===== src/rtl/instr_prefetch_buffer.sv =====
// Instruction prefetch buffer: issues sequential word fetches to instruction memory,
// tracks outstanding requests and queues returned instructions with their PCs for the IF stage.
module instr_prefetch_buffer #(
  parameter int unsigned DEPTH           = 4,
  parameter int unsigned MAX_OUTSTANDING = 2
) (
  input  logic        clk_i,
  input  logic        rst_i,
  input  logic        fetch_enable_i,
  input  logic [31:0] boot_addr_i,
  input  logic        branch_i,
  input  logic [31:0] branch_addr_i,
  input  logic        ready_i,
  output logic        valid_o,
  output logic [31:0] rdata_o,
  output logic [31:0] addr_o,
  output logic        busy_o,
  output logic        instr_req_o,
  input  logic        instr_gnt_i,
  output logic [31:0] instr_addr_o,
  input  logic        instr_rvalid_i,
  input  logic [31:0] instr_rdata_i
);

  localparam int unsigned CW = $clog2(MAX_OUTSTANDING + 1);
  localparam int unsigned NW = $clog2(DEPTH + 1);
  localparam int unsigned PW = $clog2(DEPTH);

  typedef enum logic {IDLE, RUN} state_e;

  state_e        state_q, state_d;
  logic [31:0]   fetch_addr_q, fetch_addr_d;
  logic [31:0]   rsp_addr_q, rsp_addr_d;
  logic [31:0]   tgt_q, tgt_d;
  logic [CW-1:0] outst_q, outst_d;
  logic [CW-1:0] discard_q, discard_d;
  logic          branch_pend_q, branch_pend_d;
  logic          hold_q, hold_d;
  logic [NW-1:0] cnt_q, cnt_d;
  logic [PW-1:0] wptr_q, wptr_d, rptr_q, rptr_d;
  logic [31:0]   fifo_addr_q [DEPTH];
  logic [31:0]   fifo_data_q [DEPTH];

  logic        run, req, grant, stall, rsp, drop, push, pop, redirect;
  logic [31:0] target;
  logic        unused_addr_bits;

  assign unused_addr_bits = ^{boot_addr_i[1:0], branch_addr_i[1:0]};

  assign run      = (state_q == RUN);
  assign redirect = run & branch_i;
  assign target   = {branch_addr_i[31:2], 2'b00};

  // A request left ungranted is held (hold_q) independent of enable, space or redirects.
  assign req   = hold_q
               | (run & fetch_enable_i
                  & (32'(outst_q) < MAX_OUTSTANDING)
                  & ((32'(cnt_q) + 32'(outst_q)) < DEPTH));
  assign grant = req & instr_gnt_i;
  assign stall = req & ~instr_gnt_i;
  assign rsp   = instr_rvalid_i & run;
  assign drop  = rsp & (discard_q != '0);
  assign push  = rsp & ~drop & ~redirect;
  assign pop   = (cnt_q != '0) & ready_i & ~redirect;

  always_comb begin
    state_d       = state_q;
    fetch_addr_d  = fetch_addr_q;
    rsp_addr_d    = rsp_addr_q;
    tgt_d         = tgt_q;
    branch_pend_d = branch_pend_q;
    hold_d        = stall;
    outst_d       = outst_q + CW'(grant) - CW'(rsp);
    discard_d     = discard_q;

    if (!run) begin
      if (fetch_enable_i) begin
        state_d      = RUN;
        fetch_addr_d = {boot_addr_i[31:2], 2'b00};
        rsp_addr_d   = {boot_addr_i[31:2], 2'b00};
      end
    end else begin
      if (push) rsp_addr_d = rsp_addr_q + 32'd4;
      if (grant) begin
        fetch_addr_d  = branch_pend_q ? tgt_q : fetch_addr_q + 32'd4;
        branch_pend_d = 1'b0;
      end
      discard_d = discard_q - CW'(drop) + CW'(grant & branch_pend_q);
      // A stalled request must keep its address; it is retired as stale once granted.
      if (redirect) begin
        discard_d     = outst_d;
        rsp_addr_d    = target;
        tgt_d         = target;
        branch_pend_d = stall;
        if (!stall) fetch_addr_d = target;
      end
    end
  end

  always_comb begin
    cnt_d  = cnt_q;
    wptr_d = wptr_q;
    rptr_d = rptr_q;
    if (redirect) begin
      cnt_d  = '0;
      wptr_d = '0;
      rptr_d = '0;
    end else begin
      if (push) wptr_d = wptr_q + PW'(1);
      if (pop)  rptr_d = rptr_q + PW'(1);
      cnt_d = cnt_q + NW'(push) - NW'(pop);
    end
  end

  always_ff @(posedge clk_i or posedge rst_i) begin
    if (rst_i) begin
      state_q       <= IDLE;
      fetch_addr_q  <= '0;
      rsp_addr_q    <= '0;
      tgt_q         <= '0;
      branch_pend_q <= 1'b0;
      hold_q        <= 1'b0;
      outst_q       <= '0;
      discard_q     <= '0;
      cnt_q         <= '0;
      wptr_q        <= '0;
      rptr_q        <= '0;
    end else begin
      state_q       <= state_d;
      fetch_addr_q  <= fetch_addr_d;
      rsp_addr_q    <= rsp_addr_d;
      tgt_q         <= tgt_d;
      branch_pend_q <= branch_pend_d;
      hold_q        <= hold_d;
      outst_q       <= outst_d;
      discard_q     <= discard_d;
      cnt_q         <= cnt_d;
      wptr_q        <= wptr_d;
      rptr_q        <= rptr_d;
    end
  end

  always_ff @(posedge clk_i) begin
    if (push) begin
      fifo_addr_q[wptr_q] <= rsp_addr_q;
      fifo_data_q[wptr_q] <= instr_rdata_i;
    end
  end

  assign valid_o      = (cnt_q != '0);
  assign rdata_o      = valid_o ? fifo_data_q[rptr_q] : '0;
  assign addr_o       = valid_o ? fifo_addr_q[rptr_q] : '0;
  assign busy_o       = (outst_q != '0) | (discard_q != '0);
  assign instr_req_o  = req;
  assign instr_addr_o = fetch_addr_q;

endmodule


===== config.mk =====
export PLATFORM = sky130hd
export DESIGN_NAME = instr_prefetch_buffer
export DESIGN_NICKNAME = d
export VERILOG_FILES = /design/src/rtl/instr_prefetch_buffer.sv
export SDC_FILE = /design/constraint.sdc
export NUM_CORES = 1
export LEC_CHECK = 0
export ABC_AREA = 1
export CAP_MARGIN = 15
export CORE_MARGIN = 5
export CORE_UTILIZATION = 30
export CTS_BUF_LIST = sky130_fd_sc_hd__clkbuf_4
export DETAILED_ROUTE_END_ITERATION = 8
export PLACE_DENSITY = 0.5
export SYNTH_ARGS = -nofsm -noshare
export SYNTH_HDL_FRONTEND = slang
export SYNTH_SLANG_ARGS = --single-unit

===== constraint.sdc =====
create_clock -name clk_i -period 5.6 [get_ports clk_i]
set_input_delay 0.56 -clock clk_i [delete_from_list [all_inputs] [get_ports clk_i]]
set_output_delay 0.56 -clock clk_i [all_outputs]
set_load 0.01 [all_outputs]

-- Yosys cells after proc, flatten, opt, wreduce, memory -nomap -nowiden
Memories as Yosys holds them, arrays and structs flattened.
Cells that the tools add are included.
- output and inout port bits: 99
- memory bits (writable): 256
- flip-flop bits (word level): 108
- memories: 2
- input bits: 103
- logic and storage cells: 78
- memories (name ; words ; bits a word ; read ports ; clocked after Yosys merged registers in ; wr ports ; RTL line ; text):
    fifo_addr_q ; 4 ; 32 ; 1 ; 0 ; 1 ; 41 ; logic [31:0] fifo_addr_q [DEPTH];
    fifo_data_q ; 4 ; 32 ; 1 ; 0 ; 1 ; 42 ; logic [31:0] fifo_data_q [DEPTH];
- equality and inequality tests: 1
- bitwise operators: 18
- muxes and demuxes: 23
- $lt $le $gt $ge: 2
- reductions and logical operators: 10
- add/subtract/negate cells: 11
- operators with widths (cell ; number):
    $mux 32 ; 11
    $add 32x3->32 const B ; 2
    $and 1x1->1 ; 13
    $reduce_bool 2->1 ; 6
    $mux 2 ; 5
    $mux 1 ; 6
    $reduce_and 2->1 ; 3
    $add 2x1->2 ; 2
    $add 2x1->2 const B ; 2
    $add 3x2->4 ; 1
    $lt 4x3->1 const B ; 1
    $sub 2x1->2 ; 2
    $add 3x1->3 ; 1
    $mux 3 ; 1
    $ne 3x1->1 const B ; 1
    $not 1->1 ; 3
    $reduce_bool 3->1 ; 1
    $sub 3x1->3 ; 1
    $lt 2x2->1 const B ; 1
    $or 1x1->1 ; 2

-- Depth between registers and ports, before layout
Gate-level depths: netlist of run 1.
- depth after elaboration: 9
- gate-level depth with buffers: 14
- depth with buffers taken out: 14

-- Worst setup path before layout of run 1
No wires, ideal clock.
- path kind: input -> register
- start point: input instr_rvalid_i
- end point: memory fifo_addr_q[0][10], enable pin
- arrival time: 3.581 ns
- data required time: 5.118 ns
- stages: 6
- path buffers: 0
- setup time: 0.482 ns
- slack: 1.537 ns
- path through: nand2_1 > inv_2 > nand2_1 > nor2_1 > inv_1 > nor2_1
- word-level cells in the longest chain between the ends: 7
- ends and longest elaborated chain (element ; RTL line ; text):
    start: declaration ; 21 ; input logic instr_rvalid_i,
    $and 1x1->1 (*) ; 61 ; assign rsp = instr_rvalid_i & run;
    $and 1x1->1 ; 62 ; assign drop = rsp & (discard_q != '0);
    $not 1->1 ; 63 ; assign push = rsp & ~drop & ~redirect;
    $and 1x1->1 (*) (2 in a row) ; 63 ;
    $mux 1 (*) ; 144 ; if (push) begin
    $mux 1 (not written as such) (*) ; 145 ; fifo_addr_q[wptr_q] <= rsp_addr_q;
    end: declaration ; 41 ;
Mark *: on every way between the ends. The rest lies on a longest branch, timed or not.

-- Worst setup path after layout of run 1
- start point: register rptr_q[0]
- end point: output rdata_o[5]
- word-level cells in the longest chain between the ends: 2
- ends and longest elaborated chain (element ; RTL line ; text):
    start: declaration ; 40 ; logic [PW-1:0] wptr_q, wptr_d, rptr_q, rptr_d;
    start signal: assignment ; 139 ; rptr_q <= rptr_d;
    $mem_v2 4x32 ; n/a ;
    $mux 32 ; 151 ; assign rdata_o = valid_o ? fifo_data_q[rptr_q] : '0;
    end: declaration ; 15 ; output logic [31:0] rdata_o,
No other way between the ends.

==> results of run 1 <==
-- layout make-up --
type / instances / area share
timing repair buffer: 220 / 0.1025
clock inverter: 18 / 0.005302
inverter: 162 / 0.02913
tap: 756 / 0.04503
multi-input combinational: 1279 / 0.2842
clock buffer: 146 / 0.05218
antenna: 5 / 0.0005957
sequential: 354 / 0.4811
-- registers in the layout, indices dropped and copies added (netlist names) --
register and cells:
instr_addr_o 32, rptr_q 2, outst_q 2, run 1
fifo_data_q 128, fifo_addr_q 120, discard_q 2, wptr_q 2
tgt_q 30, hold_q 1, rsp_addr_q 30, cnt_q 3
branch_pend_q 1
-- where the power goes --
part	internal, mW	switching [mW]
Combinational	1.27	1.83
Clock	1.23	1.09
Sequential	3.16	0.473
-- synth_stat cells (3+ instances only) --
| cell | count | area share |
|---|---|---|
| o211ai_1 | 10 | 0.0044 |
| nand4_1 | 12 | 0.0044 |
| edfxtp_1 | 248 | 0.44 |
| inv_2 | 10 | 0.0022 |
| o21ai_1 | 10 | 0.0029 |
| dfrtp_1 | 106 | 0.16 |
| nand3_1 | 71 | 0.021 |
| nand2_2 | 4 | 0.0015 |
| a31oi_1 | 4 | 0.0015 |
| nor2_1 | 411 | 0.091 |
| buf_4 | 4 | 0.0018 |
| buf_1 | 12 | 0.0026 |
| o21bai_1 | 11 | 0.0049 |
| a41oi_1 | 5 | 0.0026 |
| clkbuf_1 | 56 | 0.012 |
| nor3b_1 | 3 | 0.0013 |
| inv_1 | 151 | 0.033 |
| a21oi_1 | 130 | 0.038 |
| xnor2_1 | 9 | 0.0046 |
| nand2_1 | 300 | 0.066 |
| xor2_1 | 16 | 0.0082 |
| a22oi_1 | 10 | 0.0044 |
| o21ai_0 | 204 | 0.060 |
| buf_2 | 15 | 0.0044 |
| ha_1 | 13 | 0.0096 |
| nor2_2 | 14 | 0.0051 |
| nor3_1 | 22 | 0.0065 |
-- critical path, delay by kind of cell, from the launching register on --
family / cells / cell delay [ns]
buffers and inverters: 3 / 1.86
DFF: 1 / 0.70
AOI/OAI and AO/OA: 2 / 0.39
-- through the flow --
| stage | utilization | area, um^2 | setup WS, ns | std cells |
|---|---|---|---|---|
| after global placement | 0.3515 | 19780 | 1.969 | 2771 |
| final | 0.3732 | 21000 | 1.218 | 2940 |
| after CTS | 0.3730 | 20990 | 1.001 | 2935 |
| after floorplan | - | 17030 | 1.537 | 1884 |
| after global routing | 0.3732 | 21000 | 0.8724 | 2939 |
| after detailed placement | 0.3515 | 19780 | 1.946 | 2771 |
-- cell families after synthesis --
logic type,count (synthesis),synth area share
multiplexers,1,0.0005881
other,1,0.0002203
adder cells (fa/ha/maj),14,0.01073
AO/OA/AOI/OAI,387,0.1206
buffers and inverters,251,0.05822
XOR/XNOR,25,0.01286
AND/OR/NAND/NOR,850,0.2035
flip-flops,354,0.5934
-- final timing paths --
check / startpoint / cells past startpoint / slack (ns) / to
worst max register to register: cnt_q[1] / 13 / 2.60 / cnt_q[2]
worst min-delay path: rst_i / 2 / 0.31 / instr_addr_o[2]
worst max-delay path: rptr_q[0] / 5 / 1.22 / rdata_o[5]
worst min register to register: tgt_q[6] / 2 / 0.48 / tgt_q[6]
min in group clk_i: branch_addr_i[9] / 3 / 0.34 / tgt_q[9]
max in group asynchronous: rst_i / 3 / 4.13 / rptr_q[0]
-- metal layers --
metal  part of all wire  up-vias  track usage
li1                   -     6798            -
met1               0.44     6696       0.2262
met2               0.46      452       0.2719
met3              0.069      122      0.04517
met4              0.033        0      0.06118
met5                  0        -            0
==> summary.txt, run 1 <==
Cells and area
  – Final net count: 2228
  – Area occupied by multi-input gates: 5969 um^2
  – Commonest non-fill, non-tap cell in the layout: nor2_1
  – Fill cell count: 5794
  – Most frequent cells in the layout: nor2_1 (407), nand2_1 (300), edfxtp_1 (248)
  – Share of post-route cells with drive strength above 1: 0.1014
  – Area Overhead vs Synth: 23.40%
  – Register Area: 10100 um^2

Power and ir drop
  – Total Power: 9.050 mW
  – Pwr dens: 430.9 nW/um^2
  – Max IR drop VDD: 0.1782 mV
  – P_leak: 8.282 nW

Run
  – Max-cap violations: 0

Synth
  – Synth cell types: 43
  – Main synth FF type: edfxtp_1
  – Register area share after synthesis: 0.5934
  – Synthesized cell area: 17020 um^2
  – Synth Instances: 1883
  – Warnings, synthesis: 0
  – Async set-reset flop share out of synthesis: 0.2994
  – Post-synth EDFFs: 248
  – Synth Register Bits: 354
  – Mean area per synthesized cell: 9.039 um^2

Timing
  – Worst-Margin Slew: 1.045 ns
  – Fin. Hold Viols: 0
  – Rel. slew slack: 0.3018
  – Final worst path period need: 4.382 ns
  – Skew final: 0.05939 ns
  – F_max: 0.2282 GHz
  – Worst hold margin: 0.3073 ns
  – RSZ-0062 raised after global routing: false
  – Max-slew violations: 0
  – Setup total negative slack: 0 ns
  – Post-route clock period utilization: 0.7825
  – Setup violators final: 0

Min path
  – HP Class: input port to async pin

Placement
  – RePlAce Congestion: 0.9126
  – Port bufs: 195
  – Dpl hpwl: 33.76 mm

GRT
  – Antenna violations before repair: 4
  – Largest net degree at the start of global routing: 79
  – Vias in the first global route: 14050
  – GR Overflow Total: 0
  – GRT Overall Usage: 0.1709
  – First-pass GRT wire length: 81.75 mm

Clock tree
  – CTS tree: yes
  – Total CTS buffers: 94
  – Max H-tree Level: 3
  – # resized after CTS: 0
  – Hold Buf Count CTS: 0
  – Setup Buffers After CTS: 0
  – Worst-Skew Late Latency: 0.84 ns
  – Worst-path clk slew: 0.07 ns
  – Deepest clock path buffer count: 3
  – CTS root buffer: clkbuf_4
  – Clk sinks: 354

Setup path
  – Setup Crit Path Kind: flip-flop to primary output
  – Slowest cell on crit path: inv_2
  – Critical path arrival: 3.82 ns
  – CP cell instances: inv_2, buf_4, o21ai_0, a21oi_1, clkdlybuf4s50_1
  – CP Capture Type: primary output
  – Crit-path max FO: 61
  – CP startpoint kind: flip-flop
  – WP data required: 5.04 ns
  – Max incr delay on CP: 0.81 ns

Die
  – Std cell rows: 87
  – Die area: 61600 um^2
  – Initial core utilization: 0.3025
  – Io pins: 202
  – Die width: 248.2 um
  – Die Y: 248.2 um
  – Core area: 56280 um^2

Detailed routing
  – Routed WL: 52.92 mm
  – Antenna-violating nets left: 0
  – Drt pass-1 iters: 5
  – Drt drc: 0
  – Vias per inst: 4.785
  – Via count: 14070
  – Initial DRC Count: 898
  – Per-cell routed wire length: 18.00 um

Outcome
  – Status: complete, no violations
No activity file was read; power rests on OpenSTA's default activity.
==> inputs of run 2 (changes only) <==
clock period = 4.2 ns   (was 5.6 ns; I/O delays follow)
==> summary.txt, run 2 (synthesis results as in run 1) <==
Detailed routing
  – Drt pass-1 iters: 5 (unchanged)
  – Via count: 14010 (-0.45%)
  – Antenna-violating nets left: 0 (unchanged)
  – Initial DRC Count: 831 (-7.5%)
  – Routed WL: 52.91 mm (about the same)
  – Per-cell routed wire length: 17.95 um (-0.29%)
  – Drt drc: 0 (unchanged)
  – Vias per inst: 4.751 (-0.72%)

Die
  – Initial core utilization: 0.3025 (unchanged)
  – Die width: 248.2 um (unchanged)
  – Die Y: 248.2 um (unchanged)
  – Die area: 61600 um^2 (unchanged)
  – Io pins: 202 (unchanged)
  – Core area: 56280 um^2 (unchanged)
  – Std cell rows: 87 (unchanged)

Power and ir drop
  – Max IR drop VDD: 0.2312 mV (+30%)
  – P_leak: 8.348 nW (+0.80%)
  – Pwr dens: 573.3 nW/um^2 (+33%)
  – Total Power: 12.13 mW (+34%)

Clock tree
  – CTS tree: yes
  – Clk sinks: 354 (unchanged)
  – Deepest clock path buffer count: 3 (unchanged)
  – Total CTS buffers: 99 (+5.3%)
  – Hold Buf Count CTS: 0 (unchanged)
  – Setup Buffers After CTS: 0 (unchanged)
  – Worst-path clk slew: 0.06 ns (about the same)
  – # resized after CTS: 0 (unchanged)
  – Max H-tree Level: 3 (unchanged)
  – Worst-Skew Late Latency: 0.79 ns (-0.05 ns)
  – CTS root buffer: clkbuf_4

Cells and area
  – Final Non-Filler Cells: 2948 (+0.27%)
  – Design Area, Final: 21150 um^2 (+0.70%)
  – Final net count: 2237 (+0.40%)
  – Share of post-route cells with drive strength above 1: 0.1059 (+0.004465)
  – Register with the most flip-flops: fifo_data_q
  – Area Overhead vs Synth: 24.26%
  – Commonest non-fill, non-tap cell in the layout: nor2_1
  – Most frequent cells in the layout: nor2_1 (407), nand2_1 (300), edfxtp_1 (248)
  – Largest register FFs: 128 (unchanged)

Setup path
  – Critical path arrival: 3.36 ns (-0.46 ns)
  – RR Startpoint: outst_q[1]
  – CP startpoint kind: flip-flop
  – Top cell by count, worst path: nor2_1
  – Max incr delay on CP: 0.91 ns (+0.10 ns)
  – R2R depth: 12 (-1)
  – Setup Crit Path Kind: flip-flop to primary output
  – WP data required: 3.78 ns (-1.26 ns)
  – FF-to-FF End: discard_q[1]
  – CP cell instances: buf_4, nor2_1, nor2_1, o21ai_0, a21oi_1, clkdlybuf4s50_1
  – WP depth: 6 (+1)
  – CP Capture Type: primary output
  – Family with the most delay on the worst path: buffers and inverters
  – CP startpoint: rptr_q[0]
  – Worst Path Buf+Inv: 2 (-1)
  – Slowest cell on crit path: dfrtp_4
  – Crit-path max FO: 66 (+8.2%)
  – FF-to-FF setup slack: 1.58 ns (-1.02 ns)
  – CP endpoint: addr_o[17]

Placement
  – RePlAce Congestion: 0.8928 (-2.2%)
  – DP Area: 19900 um^2 (+0.59%)
  – Port bufs: 195 (unchanged)
  – Placed cells: 2775 (+0.14%)
  – Dpl hpwl: 34.51 mm (+2.2%)

GRT
  – Antenna violations before repair: 2 (-2)
  – Vias in the first global route: 13970 (-0.63%)
  – First-pass GRT wire length: 81.00 mm (-0.92%)
  – GR Overflow Total: 0 (unchanged)
  – Largest net degree at the start of global routing: 67 (-15%)
  – GRT Overall Usage: 0.1703 (-0.0006200)

Timing
  – Setup total negative slack: 0 ns (unchanged)
  – Setup violators final: 0 (unchanged)
  – Skew final: 0.03414 ns (-0.02525 ns)
  – Rel. slew slack: 0.3956 (+0.09382)
  – Post-route clock period utilization: 0.8991
  – Max-slew violations: 0 (unchanged)
  – Worst-Margin Slew: 0.9065 ns (-0.1383 ns)
  – Fin. Hold Viols: 0 (unchanged)
  – F_max: 0.2648 GHz
  – RSZ-0062 raised after global routing: false
  – Final worst path period need: 3.776 ns

Run
  – Max-cap violations: 0 (unchanged)

Min path
  – HP Class: input port to async pin

Outcome
  – Status: complete, no violations
==> run 2: cell count changes in the layout (fill, tap and decap cells not counted), sizes merged <==
| cell | previous run | this run |
|---|---|---|
| buf | 25 | 29 |
| bufinv | 1 | 0 |
| clkbuf | 146 | 153 |
| clkinv | 15 | 18 |
| clkinvlp | 0 | 1 |
| diode | 5 | 1 |
| inv | 164 | 162 |
==> run 2: final cells by class <==
class,count,area [um^2]
timing repair buffer,224,2270
antenna,1,2.502
multi-input combinational,1279,5969
sequential,354,10100
clock inverter,19,98.84
tap,756,945.9
clock buffer,153,1149
fill,5719,35130
inverter,162,611.8
==> run 2: routing by layer <==
layer  wire length (um)  vias up  global-route usage
met3               3135      112             0.04345
li1                   -     6825                   -
met4               1634        2             0.06264
met1              23630     6643              0.2213
met5                 13        -                   0
met2              24500      423              0.2762
==> run 2: how the worst min path moves through the flow <==
stage,to,slack (ns),depth (start not counted)
floorplan,tgt_q[6],0.44,2
global placement,tgt_q[6],0.46,2
detailed placement,tgt_q[6],0.47,2
CTS,fifo_data_q[0][14],0.11,1
global route,fifo_data_q[0][14],0.13,1
finish,instr_addr_o[6],0.17,2
==> run 2: report_power, final <==
group          total (mW)  internal [mW]  switching [mW]  leakage [nW]
Sequential           4.85           4.21           0.636          3.48
Clock                3.11           1.65            1.47         0.747
Combinational        4.17           1.72            2.44          4.12
==> run 2: stage by stage <==
stage / util / hold slack (ns) / worst slack [ns]
CTS: 0.3758 / 0.1117 / 0.1789
detailed placement: 0.3536 / 0.4702 / 1.072
global route: 0.3758 / 0.1274 / 0.09476
global placement: 0.3536 / 0.4570 / 1.089
finish: 0.3758 / 0.1727 / 0.4240
floorplan: - / 0.4438 / 0.2389
